File: src/rtl/prog_loader_pkg.sv
// Shared loader types and frame constants for the program-memory loader.
// Latency: n/a (types and constants only).
// Backpressure: n/a.
package prog_loader_pkg;

    // Frame layout around the data payload: LEN_HI, LEN_LO ... CSUM
    localparam int HDR_LEN = 2;
    localparam int TRL_LEN = 1;

    typedef enum logic [2:0] {
        ST_IDLE    = 3'd0,
        ST_LEN_HI  = 3'd1,
        ST_LEN_LO  = 3'd2,
        ST_DATA_HI = 3'd3,
        ST_DATA_LO = 3'd4,
        ST_CSUM    = 3'd5
    } ld_state_t;

endpackage

File: src/rtl/prog_loader_if.sv
// Byte-stream input and program-RAM write port of the loader.
// Latency: n/a (wiring only).
// Backpressure: in_ready from the loader throttles the byte source.
interface prog_loader_if #(
    parameter int ADDR_W = 16
);
    logic [7:0]        in_data;
    logic              in_valid;
    logic              in_ready;
    logic [ADDR_W-1:0] mem_addr;
    logic [15:0]       mem_wdata;
    logic              mem_we;

    // Loader side: consumes the stream, drives the RAM write port
    modport slave (
        input  in_data,
        input  in_valid,
        output in_ready,
        output mem_addr,
        output mem_wdata,
        output mem_we
    );

    // Source side: drives the stream, observes the RAM write port
    modport master (
        output in_data,
        output in_valid,
        input  in_ready,
        input  mem_addr,
        input  mem_wdata,
        input  mem_we
    );
endinterface

File: src/rtl/prog_loader_byte_pair_assembler.sv
// Joins high/low bytes into a 16-bit word and keeps a running XOR of all bytes.
// Latency: word/word_vld registered, one cycle after the low byte is presented.
// Backpressure: none; the caller only strobes hi_en/lo_en on accepted bytes.
module byte_pair_assembler (
    input  logic        clk,
    input  logic        rst,
    input  logic        clr,
    input  logic        hi_en,
    input  logic        lo_en,
    input  logic [7:0]  byte_in,
    output logic [15:0] word,
    output logic        word_vld,
    output logic [7:0]  csum
);

    logic [7:0] hi_q;

    // Latch high byte, emit the pair on the low byte, accumulate the checksum
    always_ff @(posedge clk or posedge rst) begin
        if (rst) begin
            hi_q     <= 8'h00;
            word     <= 16'h0000;
            word_vld <= 1'b0;
            csum     <= 8'h00;
        end else begin
            word_vld <= lo_en;
            if (hi_en) begin
                hi_q <= byte_in;
            end
            if (lo_en) begin
                word <= {hi_q, byte_in};
            end
            if (clr) begin
                csum <= 8'h00;
            end else if (hi_en || lo_en) begin
                csum <= csum ^ byte_in;
            end
        end
    end

endmodule

File: src/rtl/prog_loader.sv
// Parses a length/data/checksum byte frame and writes words to program RAM from address 0.
// Latency: RAM write strobe one cycle after the low data byte is accepted; status on the CSUM edge.
// Backpressure: in_ready is high in every non-idle state, so the stream runs at one byte per cycle.
module prog_loader
    import prog_loader_pkg::*;
#(
    parameter int ADDR_W = 16
) (
    input  logic         clk,
    input  logic         rst,
    input  logic         start,
    prog_loader_if.slave bus,
    output logic         busy,
    output logic         done,
    output logic         error,
    output logic         cpu_hold
);

    ld_state_t state_q, state_d;

    logic [7:0]        len_hi_q;
    logic [15:0]       n_q;
    logic [ADDR_W:0]   cnt_q;
    logic [ADDR_W-1:0] addr_q;
    logic              done_q;
    logic              err_q;

    logic [15:0] len_now;
    logic        len_over;
    logic        last_word;
    logic [7:0]  csum;

    logic clr;
    logic ld_len_hi;
    logic ld_len_lo;
    logic hi_en;
    logic lo_en;
    logic set_done;
    logic set_err;

    assign len_now   = {len_hi_q, bus.in_data};
    // Counter is one bit wider than the address so that a full 2^ADDR_W image is legal
    assign len_over  = 32'(len_now) > (32'd1 << ADDR_W);
    assign last_word = (32'(cnt_q) + 32'd1) == 32'(n_q);

    // State register
    always_ff @(posedge clk or posedge rst) begin
        if (rst) begin
            state_q <= ST_IDLE;
        end else begin
            state_q <= state_d;
        end
    end

    // Next-state and per-byte control strobes
    always_comb begin
        state_d   = state_q;
        clr       = 1'b0;
        ld_len_hi = 1'b0;
        ld_len_lo = 1'b0;
        hi_en     = 1'b0;
        lo_en     = 1'b0;
        set_done  = 1'b0;
        set_err   = 1'b0;
        unique case (state_q)
            ST_IDLE: begin
                if (start) begin
                    clr     = 1'b1;
                    state_d = ST_LEN_HI;
                end
            end
            ST_LEN_HI: begin
                if (bus.in_valid) begin
                    ld_len_hi = 1'b1;
                    state_d   = ST_LEN_LO;
                end
            end
            ST_LEN_LO: begin
                if (bus.in_valid) begin
                    ld_len_lo = 1'b1;
                    if (len_over) begin
                        set_err = 1'b1;
                        state_d = ST_IDLE;
                    end else if (len_now == 16'd0) begin
                        state_d = ST_CSUM;
                    end else begin
                        state_d = ST_DATA_HI;
                    end
                end
            end
            ST_DATA_HI: begin
                if (bus.in_valid) begin
                    hi_en   = 1'b1;
                    state_d = ST_DATA_LO;
                end
            end
            ST_DATA_LO: begin
                if (bus.in_valid) begin
                    lo_en   = 1'b1;
                    state_d = last_word ? ST_CSUM : ST_DATA_HI;
                end
            end
            ST_CSUM: begin
                if (bus.in_valid) begin
                    if (bus.in_data == csum) begin
                        set_done = 1'b1;
                    end else begin
                        set_err = 1'b1;
                    end
                    state_d = ST_IDLE;
                end
            end
            default: begin
                state_d = ST_IDLE;
            end
        endcase
    end

    // Length capture, word counter, write address and sticky status
    always_ff @(posedge clk or posedge rst) begin
        if (rst) begin
            len_hi_q <= 8'h00;
            n_q      <= 16'h0000;
            cnt_q    <= '0;
            addr_q   <= '0;
            done_q   <= 1'b0;
            err_q    <= 1'b0;
        end else begin
            if (clr) begin
                cnt_q  <= '0;
                done_q <= 1'b0;
                err_q  <= 1'b0;
            end
            if (ld_len_hi) begin
                len_hi_q <= bus.in_data;
            end
            if (ld_len_lo) begin
                n_q <= len_now;
            end
            if (lo_en) begin
                addr_q <= cnt_q[ADDR_W-1:0];
                cnt_q  <= cnt_q + 1'b1;
            end
            if (set_done) begin
                done_q <= 1'b1;
            end
            if (set_err) begin
                err_q <= 1'b1;
            end
        end
    end

    byte_pair_assembler u_bpa (
        .clk      (clk),
        .rst      (rst),
        .clr      (clr),
        .hi_en    (hi_en),
        .lo_en    (lo_en),
        .byte_in  (bus.in_data),
        .word     (bus.mem_wdata),
        .word_vld (bus.mem_we),
        .csum     (csum)
    );

    assign bus.mem_addr = addr_q;
    assign bus.in_ready = (state_q != ST_IDLE);
    assign busy         = (state_q != ST_IDLE);
    assign cpu_hold     = busy;
    assign done         = done_q;
    assign error        = err_q;

endmodule

File: src/flat_wrapper.sv
// flat-port wrapper written by rule: the top's interface ports become plain ports
module prog_loader_flat import prog_loader_pkg::*;
#(
    parameter int ADDR_W = 16
)
  (clk, rst, start, busy, done, error, cpu_hold, bus_in_data, bus_in_valid, bus_in_ready, bus_mem_addr, bus_mem_wdata, bus_mem_we);
  prog_loader_if #(.ADDR_W(ADDR_W)) bus_i ();
  input  logic clk;
  input  logic rst;
  input  logic start;
  output logic busy;
  output logic done;
  output logic error;
  output logic cpu_hold;
  input wire logic [$bits(bus_i.in_data)-1:0] bus_in_data;
  input wire logic [$bits(bus_i.in_valid)-1:0] bus_in_valid;
  output wire logic [$bits(bus_i.in_ready)-1:0] bus_in_ready;
  output wire logic [$bits(bus_i.mem_addr)-1:0] bus_mem_addr;
  output wire logic [$bits(bus_i.mem_wdata)-1:0] bus_mem_wdata;
  output wire logic [$bits(bus_i.mem_we)-1:0] bus_mem_we;
  assign bus_i.in_data = bus_in_data;
  assign bus_i.in_valid = bus_in_valid;
  assign bus_in_ready = bus_i.in_ready;
  assign bus_mem_addr = bus_i.mem_addr;
  assign bus_mem_wdata = bus_i.mem_wdata;
  assign bus_mem_we = bus_i.mem_we;
  prog_loader #(.ADDR_W(ADDR_W)) u_core (.clk(clk), .rst(rst), .start(start), .bus(bus_i), .busy(busy), .done(done), .error(error), .cpu_hold(cpu_hold));
endmodule
File: config.mk
export PLATFORM = sky130hd
export DESIGN_NAME = prog_loader_flat
export DESIGN_NICKNAME = d
export VERILOG_FILES = /design/src/rtl/prog_loader_pkg.sv /design/src/rtl/prog_loader_if.sv /design/src/rtl/prog_loader_byte_pair_assembler.sv /design/src/rtl/prog_loader.sv /design/src/flat_wrapper.sv
export SDC_FILE = /design/constraint.sdc
export NUM_CORES = 1
export LEC_CHECK = 0
export ABC_AREA = 1
export BUFFER_PORTS_ARGS = -buffer_cell sky130_fd_sc_hd__buf_2
export CORE_MARGIN = 4
export CORE_UTILIZATION = 45
export CTS_BUF_LIST = sky130_fd_sc_hd__clkbuf_4 sky130_fd_sc_hd__clkbuf_8 sky130_fd_sc_hd__clkbuf_16
export CTS_CLUSTER_DIAMETER = 80
export DETAILED_ROUTE_END_ITERATION = 10
export GPL_ROUTABILITY_DRIVEN = 0
export PLACE_DENSITY = 0.66
export SYNTH_ARGS = -nofsm -noshare
export SYNTH_HDL_FRONTEND = slang
export SYNTH_HIERARCHICAL = 1
export SYNTH_SLANG_ARGS = --single-unit
File: constraint.sdc
create_clock -name clk -period 1.8 [get_ports clk]
set_clock_uncertainty 0.15 [all_clocks]
set_input_delay 0.18 -clock clk [delete_from_list [all_inputs] [get_ports clk]]
set_output_delay 0.18 -clock clk [all_outputs]
set_load 0.01 [all_outputs]
; Word-level counts from Yosys, hierarchy flattened
; Index checks and enable logic that the tools add are counted.
[totals]
ff_bits = 95
inputBits = 12
output_inout_bits = 38
elab_cells = 65
[classes]
addsub = 2
n_eq_ne = 13
n_mux = 29
bitwise_logic = 1
n_reduce_logical = 9
[op_table]
columns = operator, count
row1 = 2-to-1 mux 17 bit, 2
row2 = equality test 32 x 16 -> 1 bit, 1
row3 = 2-to-1 mux 3 bit, 8
row4 = "adder 17 x 1 -> 18 bit, second input constant", 1
row5 = case mux 3 bit (6 select lines), 1
row6 = "adder 17 x 1 -> 17 bit, second input constant", 1
row7 = logical NOT 16 bit, 1
row8 = 2-to-1 mux 1 bit, 16
row9 = 2-to-1 mux 8 bit, 2
row10 = "!= test 2 bit, second input constant", 6
row11 = equality test 8 bit, 1
row12 = nonzero test 2 bit, 4
row13 = XOR 8 bit, 1
row14 = "equality test 3 x 2 -> 1 bit, second input constant", 2
row15 = "equality test 3 bit, second input constant", 2
row16 = AND reduction 6 bit, 1
row17 = "equality test 3 x 1 -> 1 bit, second input constant", 1
row18 = logical NOT 3 bit, 1
row19 = nonzero test 3 bit, 1
row20 = logical OR 1 bit, 1

; Logic depth before layout (Yosys ltp)
; Gate-level depths: netlist of the first run.
[depth]
ltp_word = 5
mapped_depth = 16
ltp_nobuf = 16

; Hierarchy
; The synthesis of the first run kept the hierarchy.
[by_module_without_submodules]
columns = mod, n_inst, cells_each, area_each_um2, seq_area_each_um2
row1 = prog_loader, 1, 457, 3400.8, 1551.5
row2 = byte_pair_assembler, 1, 149, 1361.3, 825.8

; Worst setup path after synthesis of the first run
; No wires, ideal clock.
[synth_path]
path_type = register to register
start = register u_core.cnt_q[0]
end = register u_core.state_q[1]
setup_time_ns = 0.117
arrival_ns = 1.693
t_required_ns = 1.533
setup_slack_ns = -0.160
stages_incl_launch_ff = 17
path_buffers = 0
synth_period_minus_slack_ns = 1.960
cell_sequence = dfrtp_1 ha_1 nand2_2 nor2_4 nand2_4 nor2_1 nand2_1 nand2_1 nand2_1 nand2_1 nand2_1 nor2_1 nand3_1 nand2_1 nand2_1 nand2_1 nand2_1
[synth_between]
elab_chain_len = 5
[synth_rtl]
columns = item, line_no
row1 = from (decl), prog_loader.sv:23  ; logic [ADDR_W:0] cnt_q;
row2 = from (signal assigned), prog_loader.sv:142  ; cnt_q <= cnt_q + 1'b1;
row3 = adder 17 x 1 -> 18 bit, prog_loader.sv:44  ; assign last_word = (32'(cnt_q) + 32'd1) == 32'(n_q);
row4 = equality test 32 x 16 -> 1 bit, prog_loader.sv:44
row5 = 2-to-1 mux 3 bit, prog_loader.sv:100  ; state_d = last_word ? ST_CSUM : ST_DATA_HI;
row6 = 2-to-1 mux 3 bit, prog_loader.sv:98  ; if (bus.in_valid) begin
row7 = case mux 3 bit (6 select lines), prog_loader.sv:65  ; unique case (state_q)
row8 = to (signal assigned), prog_loader.sv:51  ; state_q <= state_d;
row9 = to (decl), prog_loader.sv:19  ; ld_state_t state_q, state_d;
; No other way between the ends. The select of a mux whose other input is x is not followed.
; A chain may end at the register's enable or synchronous reset.

; Worst setup path after layout of the first run
; Ends and elaborated chain as after synthesis.

==> results of run 1 <==
-- synthesized netlist by cell type --
cell	number
buf_4	2
a32o_1	1
nand2_1	185
nor4_1	5
nor3_1	1
inv_4	1
nor2_2	6
o21ai_0	54
inv_1	77
xor2_2	1
nor2_4	3
nand3b_1	4
nor2_1	45
xnor2_1	7
buf_6	3
nand3_1	47
nand3_2	1
xnor3_1	1
o22ai_1	12
xor2_1	4
a21oi_1	15
o21bai_1	1
nand2_2	2
nand2_4	2
clkbuf_1	10
o21ai_1	1
dfrtp_1	95
nand4_1	14
ha_1	1
o41ai_1	1
o21ai_2	4
-- tightest hold or removal path, stage by stage --
cell	delay [ns]
buf_2	0.08
nand2_2	0.09
nand2_1	0.07
o41ai_1	0.05
-- sequential cells by signal (all words and copies together) (netlist names) --
register / cells
u_core/bus.mem_addr: 16
u_core/cnt_q: 17
u_core/done: 1
u_core/error: 1
u_core/len_hi_q: 8
u_core/n_q: 16
u_core/state_q: 3
u_core/u_bpa/csum: 8
u_core/u_bpa/hi_q: 8
u_core/u_bpa/word: 16
u_core/u_bpa/word_vld: 1
-- power breakdown --
part	leakage, µW	internal, µW	switching [µW]
Combinational	0.00174	1260	1740
Clock	0.0000969	532	813
Sequential	0.00123	2960	543
Total	0.00307	4750	3100
-- cell type report --
type	count	area, µm²
fillers	949	4350
flip-flops and latches	95	2380
multi-input cells	418	2100
repair buffers	114	837
inverters	78	304
well taps	136	170
clock buffers	9	124
clock inverters	7	60.1
-- metal layers --
| layer | GRT usage | part of all wire |
|---|---|---|
| met2 | 0.330 | 0.49 |
| met4 | 0.0788 | 0.022 |
| met1 | 0.252 | 0.44 |
| met3 | 0.0404 | 0.047 |
| met5 | 0 | 0 |
-- repair_timing --
| item | CTS | global route |
|---|---|---|
| buffers inserted | 1 | 6 |
| pin swaps | 4 | 7 |
| gates cloned | 0 | 1 |
| endpoints found under the hold margin | 81 | 0 |
| endpoints found under the setup margin | 2 | 38 |
| gates resized for setup | 4 | 28 |
| hold buffers | 10 | 0 |
-- cell usage in the layout, fill, tap and decap left out, types with 14 or more instances in the layout --
cell / count
nand2_1: 180
nand3_1: 42
a21oi_1: 15
buf_2: 49
nand4_1: 14
buf_4: 46
inv_1: 74
dfrtp_1: 94
o21ai_0: 53
nor2_1: 39
-- stage by stage --
stage	utilization	hold slack, ns
5_1_grt	0.578	0.00284
2_1_floorplan	-	0.147
3_5_place_dp	0.534	0.160
4_1_cts	0.563	0.0263
3_3_place_gp	0.534	0.145
6_report	0.578	0.000775
-- path summary, 6_finish.rpt --
kind                                                           end  cells after the start                         startpoint
max in group asynchronous               u_core/n_q[11]$_DFFE_PP0P_                      4                                rst
worst min register to register   u_core/u_bpa/word[15]$_DFFE_PP0P_                      2  u_core/u_bpa/word[15]$_DFFE_PP0P_
worst max-delay path                 u_core/state_q[1]$_DFFE_PP0P_                     16        u_core/cnt_q[0]$_DFFE_PP0P_
worst min-delay path                      u_core/error$_DFFE_PP0P_                      4                              start
min in group asynchronous       u_core/bus.mem_addr[0]$_DFFE_PP0P_                      3                                rst
worst max register to register       u_core/state_q[1]$_DFFE_PP0P_                     16        u_core/cnt_q[0]$_DFFE_PP0P_
-- cells by family (layout without fill, tap and decap cells) --
| family | count (synthesis) | after routing |
|---|---|---|
| and+or+nand+nor | 315 | 315 |
| DFF | 95 | 95 |
| buffers and inverters | 93 | 208 |
| AOI/OAI and AO/OA | 89 | 89 |
| xor gates and xnor gates | 13 | 13 |
| adders and majority gates | 1 | 1 |
==> flow_summary.yaml, run 1 <==
job:
  maxCapViolCount: 0
critical_path:
  crit_required_ns: 1.91
  critPathKind: "reg -> reg"
  cp-end-kind: "flip-flop"
  critPathMaxStageDelay_ns: 0.41
  cp.arrival_ns: 2.18
  crit_slowest_cell: "dfrtp_1"
  path_cells: "ha_4 > nand2_4 > buf_4 > buf_4 > nand3b_1 > nand2_1 > nor2_1 > nand2_1 > inv_1 > nand3_1 > nor2_2 > nand3_2 > nand2_1 > nand2_1 > nand2_1 > nand2_1"
  worst-path-max-fanout: 3
  cp_num_buf_inv: 3
  path_delay_family: "simple AND/OR/NAND/NOR gates"
  cp-start-kind: "flip-flop"
  reg2reg_slack_ns: -0.26
  cp_common_cell: "nand2_1"
worst_hold_path:
  hp-class: "in -> reg"
sta:
  worstMarginPinSlew_ns: 0.627
  finalSetupViolations: 2
  drv_slew: 0
  fmax_ghz: 0.485
  finalHoldViolCount: 0
  rsz0062_at_grt: "true"
  tns_ns: -0.491
  worst_slack_ns: -0.263
  period_minus_slack_ns: 2.06
  slew_headroom: 0.581
  finalCritPeriodShare: 1.15
clocking:
  cts_tree: "done"
  cts_inserted_buffers: 9
  cts.path.max_buffers: 2
  clkTransAtPathRegs_ns: 0.10
  clockRootBuffer: "clkbuf_8"
  cts_sinks: 95
  cts_htree_levels: 3
  clk_latency_ns: 0.36
power:
  powerDensity_nw_per_um2: 1310
  irDropWorstVdd_v: 0.000646
  leakage_uw: 0.00307
  p_total_uw: 7850
global_routing:
  grt_pass1_vias: 4432
  grt_antenna_before_repair: 0
  grt_first_pass_wirelength_um: 20300
  grt_max_degree: 37
  grt_overflow: 0
  gr-usage-all-layers: 0.198
synth:
  ys_warn_count: 6
  synth_top_family_by_area: "simple AND/OR/NAND/NOR gates"
  syn_inst: 606
  yosysTopAreaCellShare: 0.499
  yosysUniqueCellTypes: 31
  synth_fa_ha_area_frac: 0.00263
  yosys.area_share.xor_xnor: 0.0284
  syn_avg_cell_area_um2: 7.86
  syn_nets: 619
  synth-simple-area-share: 0.287
  synth_area_leaders: "dfrtp_1 50%, nand2_1 15%, inv_1 6.1%, o21ai_0 5.7%, nand3_1 4.9%"
  synth.mux.area_fraction: 0
  yosysTopAreaCell: "dfrtp_1"
  synth-seq-cells: 95
  synth_area_um2: 4760
  synth_compound_area_frac: 0.102
  ys_seq_area_frac: 0.499
route:
  vias: 4348
  drtAntennaViolNets: 0
  drtIter0Drc: 281
  viasPerCell: 5.07
  wl_per_cell_um: 13.9
  drcViolationCount: 0
  drt_wl_total_um: 11900
  drtPass1Iterations: 5
floorplan:
  die_h_um: 111
  fp-row-count: 37
  die_area_um2: 12300
  coreArea_um2: 10300
  die_x_um: 111
  ios: 50
  initial_core_util: 0.461
placed_design:
  place_inst: 824
  place_ws_ns: -0.310
  dp_hpwl_um: 8640
  portBuffers: 49
  place_area_um2: 5510
cells_and_area:
  n_antenna_cell: 0
  layout-drive-gt1-share: 0.225
  layout.nets: 729
  fin_area_um2: 5970
  instances_no_fill: 857
  area_growth_pct: 25.4
outcome:
  violations: "setup timing"
  outcome: "finished, violations left"
(Power assumes the default switching activity.)
==> inputs of run 2 (changes only) <==
--- a/config.mk
+++ b/config.mk
@@ -13,7 +13,6 @@
 export CTS_CLUSTER_DIAMETER = 80
 export DETAILED_ROUTE_END_ITERATION = 10
 export GPL_ROUTABILITY_DRIVEN = 0
-export PLACE_DENSITY = 0.66
 export SYNTH_ARGS = -nofsm -noshare
 export SYNTH_HDL_FRONTEND = slang
 export SYNTH_HIERARCHICAL = 1
==> constraint.sdc (replaced) <==
create_clock -name clk -period 2.2 [get_ports clk]
set_clock_uncertainty 0.15 [all_clocks]
set_input_delay 0.22 -clock clk [delete_from_list [all_inputs] [get_ports clk]]
set_output_delay 0.22 -clock clk [all_outputs]
set_load 0.01 [all_outputs]
==> flow_summary.yaml, run 2 (synthesis results as in run 1) <==
cells_and_area:
  layout_common_cells: "181 x nand2_1, 92 x dfrtp_1, 76 x inv_1, 54 x o21ai_0, 49 x buf_2"
  instances_no_fill: 807
  layout.nets: 679
  area_growth_pct: 16.2
  regMostFlops: "u_core/cnt_q"
  n_antenna_cell: 0
  final_common_cell: "nand2_1"
  largest_reg_flops: 17
  layout-drive-gt1-share: 0.170
critical_path:
  worst-path-max-fanout: 4
  r2r-end: "u_core/state_q[2]$_DFFE_PP0P_"
  cp-start-kind: "flip-flop"
  crit_required_ns: 2.36
  cp.arrival_ns: 2.25
  worstReg2RegStart: "u_core/cnt_q[0]$_DFFE_PP0P_"
  critPathKind: "reg -> reg"
  cp-end-kind: "flip-flop"
  worst-r2r-cell-count: 15
  crit_slowest_cell: "dfrtp_2"
  critPathMaxStageDelay_ns: 0.45
  cp_common_cell: "nand2_1"
  path_cells: "buf_4 > inv_1 > nor2_4 > buf_4 > nand3_1 > nor2_1 > nor2_1 > nand3_1 > nor2_1 > nand2_1 > nor2_2 > nand3_1 > nand2_1 > nand2_1 > nand2_1"
  reg2reg_slack_ns: 0.11
placed_design:
  place_inst: 788
  dp_hpwl_um: 8080
  portBuffers: 49
floorplan:
  die_h_um: 111
  die_area_um2: 12300
  die_x_um: 111
  coreArea_um2: 10300
  fp-row-count: 37
  initial_core_util: 0.461
  ios: 50
power:
  irDropWorstVdd_v: 0.000628
  powerDensity_nw_per_um2: 1190
  leakage_uw: 0.00282
clocking:
  cts_sinks: 95
  cts.path.max_buffers: 2
  clk_latency_ns: 0.37
  cts_inserted_buffers: 9
  clockRootBuffer: "clkbuf_8"
  cts_tree: "done"
  cts_htree_levels: 3
  clkTransAtPathRegs_ns: 0.09
worst_hold_path:
  holdCritStartpoint: "bus_in_data[3]"
  hp-class: "in -> reg"
  holdPathEnd: "u_core/n_q[3]$_DFFE_PP0P_"
  holdPathStages: 3
global_routing:
  grt_overflow: 0
  gr-usage-all-layers: 0.190
  grt_max_degree: 63
  grt_first_pass_wirelength_um: 19300
  grt_pass1_vias: 4127
  grt_antenna_before_repair: 0
sta:
  finalCritPeriodShare: 0.952
  worstMarginPinSlew_ns: 0.424
  rsz0062_at_grt: "true"
  slew_headroom: 0.715
  tns_ns: 0
  finalHoldViolCount: 0
  drv_slew: 0
  finalSetupViolations: 0
  holdWs_ns: 0.0148
  period_minus_slack_ns: 2.09
  fmax_ghz: 0.477
outcome:
  outcome: "completed"
route:
  drcViolationCount: 0
  drtAntennaViolNets: 0
  drtPass1Iterations: 6
  drt_wl_total_um: 11200
  wl_per_cell_um: 13.9
  drtIter0Drc: 220
  vias: 4155
  viasPerCell: 5.15
job:
  maxCapViolCount: 0
run 2: worst max path at each step:
| stage | from | end | slack [ns] | cells past startpoint |
|---|---|---|---|---|
| floorplan | u_core/cnt_q[0]$_DFFE_PP0P_ | u_core/state_q[1]$_DFFE_PP0P_ | 0.24 | 16 |
| global placement | u_core/cnt_q[1]$_DFFE_PP0P_ | u_core/state_q[1]$_DFFE_PP0P_ | 0.11 | 16 |
| detailed placement | u_core/cnt_q[1]$_DFFE_PP0P_ | u_core/state_q[1]$_DFFE_PP0P_ | 0.04 | 16 |
| CTS | u_core/cnt_q[1]$_DFFE_PP0P_ | u_core/state_q[1]$_DFFE_PP0P_ | 0.02 | 16 |
| global route | u_core/cnt_q[0]$_DFFE_PP0P_ | u_core/state_q[2]$_DFFE_PP0P_ | -0.06 | 16 |
| finish | u_core/cnt_q[0]$_DFFE_PP0P_ | u_core/state_q[2]$_DFFE_PP0P_ | 0.11 | 15 |
run 2: critical path, delay by kind of cell (launching register included):
kind,cells,cell delay (ns)
and+or+nand+nor,12,1.04
buffers and inverters,3,0.40
DFF,1,0.45
run 2: routing by layer:
metal,up-vias,GRT usage,routed length [µm]
met5,-,0,0
met4,0,0.0829,233
met3,16,0.0382,524
met2,99,0.305,5280
met1,1965,0.248,5150
li1,2075,-,-
run 2: cell type report:
type                       count  area, µm²
fill                         999       4790
clock inverter                 5        105
timing repair buffer          64        375
clock buffer                  11        145
sequential                    95       2380
tap                          136        170
inverter                      78        295
multi-input combinational    418       2060
run 2: repair_timing:
item | in CTS | in global routing
hold endpoints to repair | 96 | 0
resized for setup | 0 | 18
hold buffers | 2 | 0
setup buffers | 0 | 1
setup endpoints to repair | 0 | 2
run 2: where the power goes:
part / switching [µW] / leakage [µW] / internal, µW / total [µW]
sequential: 444 / 0.00123 / 2420 / 2870
clock: 619 / 0.000119 / 799 / 1420
combinational: 1350 / 0.00147 / 915 / 2270
total: 2420 / 0.00282 / 4140 / 6560
run 2: metrics by stage:
| step | instance area, µm² | utilization | total power, µW | setup WS [ns] |
|---|---|---|---|---|
| after floorplan | 4760 | - | 4400 | 0.240 |
| after global placement | 5190 | 0.503 | 5090 | 0.111 |
| after detailed placement | 5190 | 0.503 | 5150 | 0.0404 |
| after CTS | 5460 | 0.529 | 6600 | 0.0239 |
| after global routing | 5530 | 0.536 | 7120 | -0.0642 |
| final | 5530 | 0.536 | 6560 | 0.105 |
==> inputs of run 3 (changes only) <==
--- a/config.mk
+++ b/config.mk
@@ -7,12 +7,15 @@
 export LEC_CHECK = 0
 export ABC_AREA = 1
 export BUFFER_PORTS_ARGS = -buffer_cell sky130_fd_sc_hd__buf_2
+export CELL_PAD_IN_SITES_DETAIL_PLACEMENT = 0
+export CELL_PAD_IN_SITES_GLOBAL_PLACEMENT = 2
 export CORE_MARGIN = 4
-export CORE_UTILIZATION = 45
+export CORE_UTILIZATION = 35
 export CTS_BUF_LIST = sky130_fd_sc_hd__clkbuf_4 sky130_fd_sc_hd__clkbuf_8 sky130_fd_sc_hd__clkbuf_16
 export CTS_CLUSTER_DIAMETER = 80
 export DETAILED_ROUTE_END_ITERATION = 10
 export GPL_ROUTABILITY_DRIVEN = 0
+export PLACE_DENSITY_LB_ADDON = 0.1
 export SYNTH_ARGS = -nofsm -noshare
 export SYNTH_HDL_FRONTEND = slang
 export SYNTH_HIERARCHICAL = 1
==> flow_summary.yaml, run 3 (synthesis results as in run 1) <==
sta:
  tns_ns: 0
  fmax_ghz: 0.477
  period_minus_slack_ns: 2.09
  worst_slack_ns: 0.106
  drv_slew: 0
  finalCritPeriodShare: 0.952
  worstMarginPinSlew_ns: 0.587
  finalSetupViolations: 0
  rsz0062_at_grt: "true"
  finalHoldViolCount: 0
  slew_headroom: 0.608
route:
  drtPass1Iterations: 5
  drtIter0Drc: 216
  vias: 4095
  viasPerCell: 4.81
  drcViolationCount: 0
  wl_per_cell_um: 14.9
  drtAntennaViolNets: 0
  drt_wl_total_um: 12700
cells_and_area:
  fillers: 1397
  layout_common_cells: "182 x nand2_1, 95 x dfrtp_1, 75 x inv_1, 54 x o21ai_0, 49 x buf_2"
  n_antenna_cell: 0
  final_common_cell: "nand2_1"
  utilization: 0.427
  regMostFlops: "u_core/cnt_q"
  layout-drive-gt1-share: 0.173
  area_growth_pct: 19.3
  largest_reg_flops: 17
  instances_no_fill: 852
  layout.nets: 684
critical_path:
  critPathMaxStageDelay_ns: 0.40
  cp-end-kind: "flip-flop"
  cp.arrival_ns: 2.19
  critPathKind: "reg -> reg"
  path_cells: "ha_4 > nand2_4 > nor2_4 > nand2_4 > nor2_4 > xor2_2 > nand3_1 > nor2_2 > nand3_2 > nand2_1 > nand2_1 > nand2_1 > nand2_1"
  cp_common_cell: "nand2_1"
  crit_slowest_cell: "dfrtp_1"
  crit_required_ns: 2.29
  startpoint: "u_core/cnt_q[0]$_DFFE_PP0P_"
  cp_num_buf_inv: 0
  worstReg2RegStart: "u_core/cnt_q[0]$_DFFE_PP0P_"
  path_delay_family: "simple AND/OR/NAND/NOR gates"
  worst-path-max-fanout: 7
  cp-start-kind: "flip-flop"
global_routing:
  grt_antenna_before_repair: 0
  grt_max_degree: 39
  grt_first_pass_wirelength_um: 21000
  grt_overflow: 0
  grt_pass1_vias: 4061
  gr-usage-all-layers: 0.168
floorplan:
  coreArea_um2: 13300
  die_area_um2: 15500
  fp-row-count: 42
  initial_core_util: 0.358
  die_h_um: 125
  die_x_um: 125
  ios: 50
worst_hold_path:
  hp-class: "in -> reg"
  holdCritStartpoint: "bus_in_data[1]"
placed_design:
  dp_hpwl_um: 9460
  portBuffers: 49
  place_inst: 832
  place_ws_ns: 0.0766
clocking:
  clk_latency_ns: 0.36
  cts_sinks: 95
  cts_inserted_buffers: 9
  clkTransAtPathRegs_ns: 0.08
  cts_tree: "done"
  cts_htree_levels: 3
  cts.path.max_buffers: 2
  clockRootBuffer: "clkbuf_16"
power:
  powerDensity_nw_per_um2: 1200
  p_total_uw: 6810
  irDropWorstVdd_v: 0.000469
  leakage_uw: 0.00287
outcome:
  outcome: "completed"
job:
  maxCapViolCount: 0
-- run 3: cell types whose count changed in the layout (fill, tap and decap cells not counted), moves of 3 or more --
cell / before / now
buf_4: 12 / 17
dfrtp_2: 3 / 0
clkbuf_16: 0 / 9
bufinv_16: 3 / 0
inv_8: 0 / 5
clkbuf_8: 10 / 0
dfrtp_1: 92 / 95
-- run 3: power by group --
| part | internal [µW] | leakage [µW] | switching [µW] | total [µW] |
|---|---|---|---|---|
| registers | 2420 | 0.00123 | 447 | 2870 |
| logic | 937 | 0.00149 | 1400 | 2340 |
| clock network | 811 | 0.000148 | 795 | 1610 |
-- run 3: worst register-to-register path, delay by kind of cell, from the launching register on --
kind | cells | cell delay (ns)
AND/OR/NAND/NOR | 11 | 1.07
flip-flops | 1 | 0.40
XOR/XNOR | 1 | 0.19
adder cells (fa/ha/maj) | 1 | 0.17
-- run 3: per-stage QoR --
step / hold WS [ns] / cell area, µm²
5_1_grt: 0.0507 / 5680
6_report: 0.0279 / 5680
2_1_floorplan: 0.187 / 4760
3_5_place_dp: 0.187 / 5270
4_1_cts: 0.0151 / 5580
3_3_place_gp: 0.176 / 5270
-- run 3: final cells by class --
type | count | area (µm²) | share of cell area
timing repair buffer | 69 | 414 | 0.0729
sequential | 95 | 2380 | 0.419
tap | 176 | 220 | 0.0388
inverter | 78 | 304 | 0.0535
clock buffer | 9 | 225 | 0.0396
clock inverter | 7 | 71.3 | 0.0126
multi-input combinational | 418 | 2070 | 0.364
-- run 3: per-layer routing --
layer,GRT usage,up-vias,routed length (µm)
met5,0,-,0
met4,0.0709,0,308
li1,-,2084,-
met2,0.276,73,5980
met3,0.0283,17,366
met1,0.220,1921,6020
-- run 3: what timing repair did --
| action | 4_1_cts | 5_1_grt |
|---|---|---|
| hold buffers | 1 | 0 |
| buffers inserted | 0 | 3 |
| resized for setup | 0 | 20 |
| setup endpoints to repair | 0 | 5 |
| hold endpoints to repair | 57 | 0 |
-- run 3: path summary, 6_finish.rpt --
kind                                                         end  depth (start not counted)  slack [ns]
worst min-delay path            u_core/u_bpa/hi_q[1]$_DFFE_PP0P_                          3        0.03
worst max-delay path               u_core/state_q[1]$_DFFE_PP0P_                         13        0.11
max in group asynchronous           u_core/cnt_q[13]$_DFFE_PP0P_                          4        0.94
min in group asynchronous            u_core/cnt_q[0]$_DFFE_PP0P_                          3        0.33
worst max register to register     u_core/state_q[1]$_DFFE_PP0P_                         13        0.11
worst min register to register  u_core/u_bpa/word[5]$_DFFE_PP0P_                          2        0.33
